File: src/rtl/rom_reader_pkg.sv
// Shared ROM reader definitions: widths, FSM state encoding and an in-flight flag counter.
// The checksum width is used only when ROM_READER_CHECKSUM_EN is defined.
package rom_reader_pkg;

  localparam int unsigned RomAddrW  = 8;
  localparam int unsigned RomDataW  = 8;
  localparam int unsigned ChecksumW = 16;

  typedef enum logic [1:0] {
    StIdle  = 2'd0,
    StRun   = 2'd1,
    StDrain = 2'd2,
    StDone  = 2'd3
  } state_e;

  // The in-flight pipe is padded to 4 stages, the largest legal ROM latency.
  function automatic logic [2:0] count_flags(input logic [3:0] flags);
    logic [2:0] n;
    n = '0;
    for (int i = 0; i < 4; i++) begin
      n = n + {2'b00, flags[i]};
    end
    return n;
  endfunction

endpackage

File: src/rtl/rom_reader_fifo.sv
// Synchronous FIFO with a first-word-fall-through head.
// The head reads as zero while the FIFO is empty.
module rom_reader_fifo #(
  parameter int unsigned DATA_W     = 8,
  parameter int unsigned FIFO_DEPTH = 4
) (
  input  logic                         clk,
  input  logic                         rst,
  input  logic                         wr_en,
  input  logic [DATA_W-1:0]            wr_data,
  input  logic                         rd_en,
  output logic [DATA_W-1:0]            head,
  output logic                         empty,
  output logic                         full,
  output logic [$clog2(FIFO_DEPTH):0]  count
);

  localparam int unsigned PtrW = $clog2(FIFO_DEPTH);
  localparam int unsigned CntW = PtrW + 1;

  logic [DATA_W-1:0] mem [FIFO_DEPTH];
  logic [PtrW-1:0]   wr_ptr_q, rd_ptr_q;
  logic [CntW-1:0]   count_q;
  logic              do_wr, do_rd;

  assign empty = (count_q == '0);
  assign full  = (count_q == CntW'(FIFO_DEPTH));
  assign count = count_q;
  assign do_rd = rd_en && !empty;
  assign do_wr = wr_en && !full;
  assign head  = empty ? '0 : mem[rd_ptr_q];

  always_ff @(posedge clk) begin
    if (rst) begin
      wr_ptr_q <= '0;
      rd_ptr_q <= '0;
      count_q  <= '0;
    end else begin
      if (do_wr) wr_ptr_q <= wr_ptr_q + PtrW'(1);
      if (do_rd) rd_ptr_q <= rd_ptr_q + PtrW'(1);
      case ({do_wr, do_rd})
        2'b10:   count_q <= count_q + CntW'(1);
        2'b01:   count_q <= count_q - CntW'(1);
        default: count_q <= count_q;
      endcase
    end
  end

  always_ff @(posedge clk) begin
    if (do_wr) mem[wr_ptr_q] <= wr_data;
  end

endmodule

File: src/rtl/rom_reader.sv
// Burst ROM read sequencer feeding a valid/ready stream through a small credit-limited FIFO.
// Optional burst checksum is built only when ROM_READER_CHECKSUM_EN is defined.
module rom_reader
  import rom_reader_pkg::*;
#(
  parameter int unsigned ADDR_W     = RomAddrW,
  parameter int unsigned DATA_W     = RomDataW,
  parameter int unsigned ROM_LAT    = 2,
  parameter int unsigned FIFO_DEPTH = 4
) (
  input  logic                 iws_clk,
  input  logic                 iws_rst,
  input  logic                 iws_start,
  input  logic [ADDR_W-1:0]    iwv_base_addr,
  input  logic [ADDR_W:0]      iwv_len,
  output logic [ADDR_W-1:0]    owv_rom_addr,
  input  logic [DATA_W-1:0]    iwv_rom_q,
  output logic [DATA_W-1:0]    owv_data,
  output logic                 ows_valid,
  input  logic                 iws_ready,
  output logic                 ows_busy,
  output logic                 ows_done,
  output logic [ChecksumW-1:0] owv_checksum
);

  localparam int unsigned CntW    = $clog2(FIFO_DEPTH) + 1;
  localparam logic [3:0]  LatMask = 4'((32'd1 << ROM_LAT) - 32'd1);
  localparam logic [ADDR_W:0] CntOne = 1;

  state_e            state_q;
  logic [ADDR_W-1:0] base_q, last_addr_q, issue_addr;
  logic [ADDR_W:0]   len_q, issued_q, delivered_q;
  logic [3:0]        pipe_q;
  logic              busy_q, done_q;
  logic              issue, transfer, fifo_empty, fifo_full;
  logic [CntW-1:0]   fifo_count;
  int unsigned       outstanding;

  // Credits cover both words still in the ROM pipe and words parked in the FIFO.
  assign outstanding  = 32'(count_flags(pipe_q)) + 32'(fifo_count);
  assign issue        = (state_q == StRun) && (issued_q < len_q) &&
                        (outstanding < FIFO_DEPTH) && !fifo_full;
  assign issue_addr   = base_q + issued_q[ADDR_W-1:0];
  assign owv_rom_addr = issue ? issue_addr : last_addr_q;
  assign transfer     = ows_valid && iws_ready;
  assign ows_valid    = !fifo_empty;
  assign ows_busy     = busy_q;
  assign ows_done     = done_q;

  rom_reader_fifo #(
    .DATA_W     (DATA_W),
    .FIFO_DEPTH (FIFO_DEPTH)
  ) u_fifo (
    .clk     (iws_clk),
    .rst     (iws_rst),
    .wr_en   (pipe_q[ROM_LAT-1]),
    .wr_data (iwv_rom_q),
    .rd_en   (transfer),
    .head    (owv_data),
    .empty   (fifo_empty),
    .full    (fifo_full),
    .count   (fifo_count)
  );

  always_ff @(posedge iws_clk) begin
    if (iws_rst) begin
      state_q     <= StIdle;
      base_q      <= '0;
      len_q       <= '0;
      issued_q    <= '0;
      delivered_q <= '0;
      last_addr_q <= '0;
      pipe_q      <= '0;
      busy_q      <= 1'b0;
      done_q      <= 1'b0;
    end else begin
      pipe_q <= {pipe_q[2:0], issue} & LatMask;
      done_q <= 1'b0;
      if (issue) begin
        last_addr_q <= issue_addr;
        issued_q    <= issued_q + CntOne;
      end
      if (transfer) delivered_q <= delivered_q + CntOne;
      unique case (state_q)
        StIdle: begin
          if (iws_start) begin
            if (iwv_len != '0) begin
              base_q      <= iwv_base_addr;
              len_q       <= iwv_len;
              issued_q    <= '0;
              delivered_q <= '0;
              busy_q      <= 1'b1;
              state_q     <= StRun;
            end else begin
              done_q <= 1'b1;
            end
          end
        end
        StRun: begin
          if (issue && (issued_q + CntOne == len_q)) state_q <= StDrain;
        end
        StDrain: begin
          if (pipe_q == '0 && fifo_empty && delivered_q == len_q) begin
            busy_q  <= 1'b0;
            done_q  <= 1'b1;
            state_q <= StDone;
          end
        end
        StDone: begin
          state_q <= StIdle;
        end
      endcase
    end
  end

`ifdef ROM_READER_CHECKSUM_EN
  logic [ChecksumW-1:0] checksum_q;

  always_ff @(posedge iws_clk) begin
    if (iws_rst) begin
      checksum_q <= '0;
    end else if (state_q == StIdle && iws_start) begin
      checksum_q <= '0;
    end else if (transfer) begin
      checksum_q <= checksum_q + ChecksumW'(owv_data);
    end
  end

  assign owv_checksum = checksum_q;
`else
  assign owv_checksum = '0;
`endif

endmodule
File: config.mk
export PLATFORM = sky130hd
export DESIGN_NAME = rom_reader
export DESIGN_NICKNAME = d
export VERILOG_FILES = /design/src/rtl/rom_reader_pkg.sv /design/src/rtl/rom_reader_fifo.sv /design/src/rtl/rom_reader.sv
export SDC_FILE = /design/constraint.sdc
export NUM_CORES = 1
export LEC_CHECK = 0
export ABC_AREA = 1
export BUFFER_PORTS_ARGS = -buffer_cell sky130_fd_sc_hd__buf_2
export CAP_MARGIN = 20
export CORE_AREA = 2 2 130 132
export CTS_CLUSTER_DIAMETER = 100
export DETAILED_ROUTE_END_ITERATION = 16
export DIE_AREA = 0 0 132 134
export PLACE_DENSITY = 0.54
export SYNTH_ARGS = -nofsm -noshare
export SYNTH_HDL_FRONTEND = slang
export SYNTH_HIERARCHICAL = 1
export SYNTH_SLANG_ARGS = --single-unit
export TNS_END_PERCENT = 50
File: constraint.sdc
create_clock -name iws_clk -period 3.2 [get_ports iws_clk]
set_input_delay 0.8 -clock iws_clk [delete_from_list [all_inputs] [get_ports iws_clk]]
set_output_delay 0.8 -clock iws_clk [all_outputs]
set_load 0.005 [all_outputs]
==> run_results.csv <==
group,metric,value,unit
logic_synthesis,netlist_instances,589,
logic_synthesis,synth.area.top_cells,"dfxtp_1 24%, edfxtp_1 20%, ha_1 7.3%, nor2_1 6.6%, nand2_1 6.3%",
power_and_ir_drop,power,4.53,mW
cts,clockBufferDepth,2,
finish,n_antenna_cell,0,
sta,fmax,0.328,GHz
cts,cts_root_buf,"clkbuf_16",
logic_synthesis,synth-async-reset-ratio,0,
sta,finalMaxSlewViolations,0,
logic_synthesis,synth-edff-count,32,
critical_path,critPathMaxStageDelay,0.35,ns
critical_path,cp_slowest_cell,"dfxtp_2",
global_routing,grt_pass1_vias,3657,
finish,fill_cells,1745,
drt,drt_iter0_drc,163,
critical_path,arrival,2.25,ns
sta,fin_crit,3.05,ns
logic_synthesis,synth_area,4790,µm²
global_routing,grt-ovfl-total,0,
sta,rsz0062_at_grt,"no",
drt,detail-route-antenna-nets,0,
place,port_buffers,47,
critical_path,crit_top_cell,"nand2_1",
finish,nets,703,
floorplan,ios,64,
sta,maxSlewHeadroom,0.436,
critical_path,required,2.40,ns
critical_path,cp-start-kind,"register",
cts,cts.sinks,90,
power_and_ir_drop,peakVddDrop,380,µV
global_routing,grt_max_degree,24,
logic_synthesis,ys_warn_count,6,
drt,via_per_inst,4.33,
finish,drive_above_1_share,0.219,
cts,clock_latency,0.35,ns
floorplan,dieArea,17700,µm²
cts,clkSlewWorstSetupHoldPaths,0.06,ns
sta,skew,0.00825,ns
logic_synthesis,ys_seq_area_frac,0.443,
logic_synthesis,synth_top_area_frac,0.243,
sta,finalSetupTns,0,ns
floorplan,core,16300,µm²
floorplan,initial_core_util,0.294,
hold_path,min_from,"ows_busy",
logic_synthesis,avgSynthCellArea,8.13,µm²
critical_path,crit_path_max_fanout,6,
place,place_congestion,0.877,
flow_run,maxCapViolCount,0,
drt,dr.pass1.iters,4,
critical_path,crit_chain,"inv_2 -> ha_1 -> nand2_2 -> inv_1 -> nand2_1 -> nand2_1 -> nand2_1 -> nand4_1 -> nor3_4 -> buf_6 -> buf_6 -> nand2_1 -> nand2_1 -> buf_2",
global_routing,grt_antenna_before_repair,0,
logic_synthesis,post-synth-top-count-cell,"nor2_1",
floorplan,rows,47,
cts,htree_levels,3,
critical_path,cp-end-kind,"output pin",
floorplan,die_y,134,µm
logic_synthesis,synthTopCellsByCount,"84 x nor2_1, 80 x nand2_1, 74 x inv_1, 58 x dfxtp_1",
logic_synthesis,synth_ff_type,"dfxtp_1",
drt,wl,10.7,mm
drt,wl_per_cell,12.3,µm
cts,cts_tree,"done",
global_routing,grtUsageTotal,0.127,
sta,hold_viol,0,
cts,cts_made_buffers,9,
drt,drc_errors,0,
sta,tightest_slew,0.843,ns
logic_synthesis,yosys_register_bits,90,
place,place_hpwl,7.79,mm
hold_path,hold_path_class,"reg2reg",
floorplan,die_w,132,µm
status,status,"completed",
critical_path,worstSetupPathType,"reg2out",
critical_path,reg2reg_from,"u_fifo/count[1]",
critical_path,startpoint,"len_q[3]",
drt,vias,3765,
logic_synthesis,synth_area_leader_cell,"dfxtp_1",
sta,setup_viol,0,
logic_synthesis,synth.distinct_cells,38,
finish,area_growth,17.9,%
power_and_ir_drop,power_density,802,nW/µm²
power_and_ir_drop,p_leak,2.44,nW
global_routing,grt_pass1_wl,17.6,mm
sta,finalCritPeriodShare,0.953,
## critical path: cells and delay by family (launching register included)
| kind | cells | cell delay (ns) |
|---|---|---|
| adder cells (fa/ha/maj) | 1 | 0.29 |
| flip-flops | 1 | 0.35 |
| buffers and inverters | 5 | 0.47 |
| AND/OR/NAND/NOR | 8 | 0.77 |
## power breakdown
part	switching (mW)	internal, mW	leakage (nW)
logic	1.11	0.784	1.53
clock network	0.462	0.612	0.142
registers	0.175	1.38	0.766
## layer usage
layer  GRT usage  vias up  share of wire
met3      0.0321       12          0.045
li1            -     1990              -
met5           0        -              0
met4      0.0471        0          0.016
met1       0.154     1674           0.46
met2       0.217       89           0.47
## worst paths after layout
kind                     end  slack, ns  depth (start not counted)
max reg2reg  u_fifo/count[2]       0.83                         17
min                 ows_busy       0.46                          2
min reg2reg         ows_busy       0.46                          2
max          owv_rom_addr[4]       0.15                         14
## cell families after synthesis
family,after synthesis,synth area share
simple gates,230,0.212
compound gates,114,0.125
fa+ha+maj,30,0.0815
xor+xnor,16,0.0293
flops,90,0.443
other cells,1,0.000783
buf+inv,108,0.108
## stage by stage
step	instance area (µm²)	worst slack, ns	utilization	cells	hold slack [ns]
floorplan	4840	0.645	-	604	0.434
global placement	5180	0.418	0.318	849	0.447
detailed placement	5180	0.404	0.318	849	0.447
CTS	5480	0.0195	0.337	865	0.465
global route	5640	0.00817	0.346	869	0.487
finish	5640	0.150	0.346	869	0.458
## registers in the layout, indices dropped and copies added (netlist names), 3 cells and up, named ones only
signal	flops
issued_q	9
last_addr_q	8
len_q	9
u_fifo/mem	32
delivered_q	9
u_fifo/count	3
base_q	8
## area by class of cell
class / instances / area [µm²] / area share
Clock buffer: 9 / 225 / 0.0399
Clock inverter: 7 / 77.6 / 0.0137
Inverter: 80 / 303 / 0.0536
Multi-Input combinational cell: 406 / 2300 / 0.408
Sequential cell: 90 / 2140 / 0.379
Tap cell: 220 / 275 / 0.0488
Timing Repair Buffer: 57 / 322 / 0.0570
## placed cells by master, fill, tap and decap left out, drive strengths merged, types with 27 or more instances in the layout
cell type	n
nand3	27
dfxtp	58
inv	82
buf	57
nor2	99
o21ai	57
edfxtp	32
a21oi	47
ha	28
nand2	87
## repair_timing
action                     CTS  global route
hold endpoints to repair     0             0
hold buffers                 0             0
pin swaps                    0             5
setup buffers                0             4
gates resized for setup      1            45
setup endpoints to repair    1             8
Power figures use the tool's default switching activity.
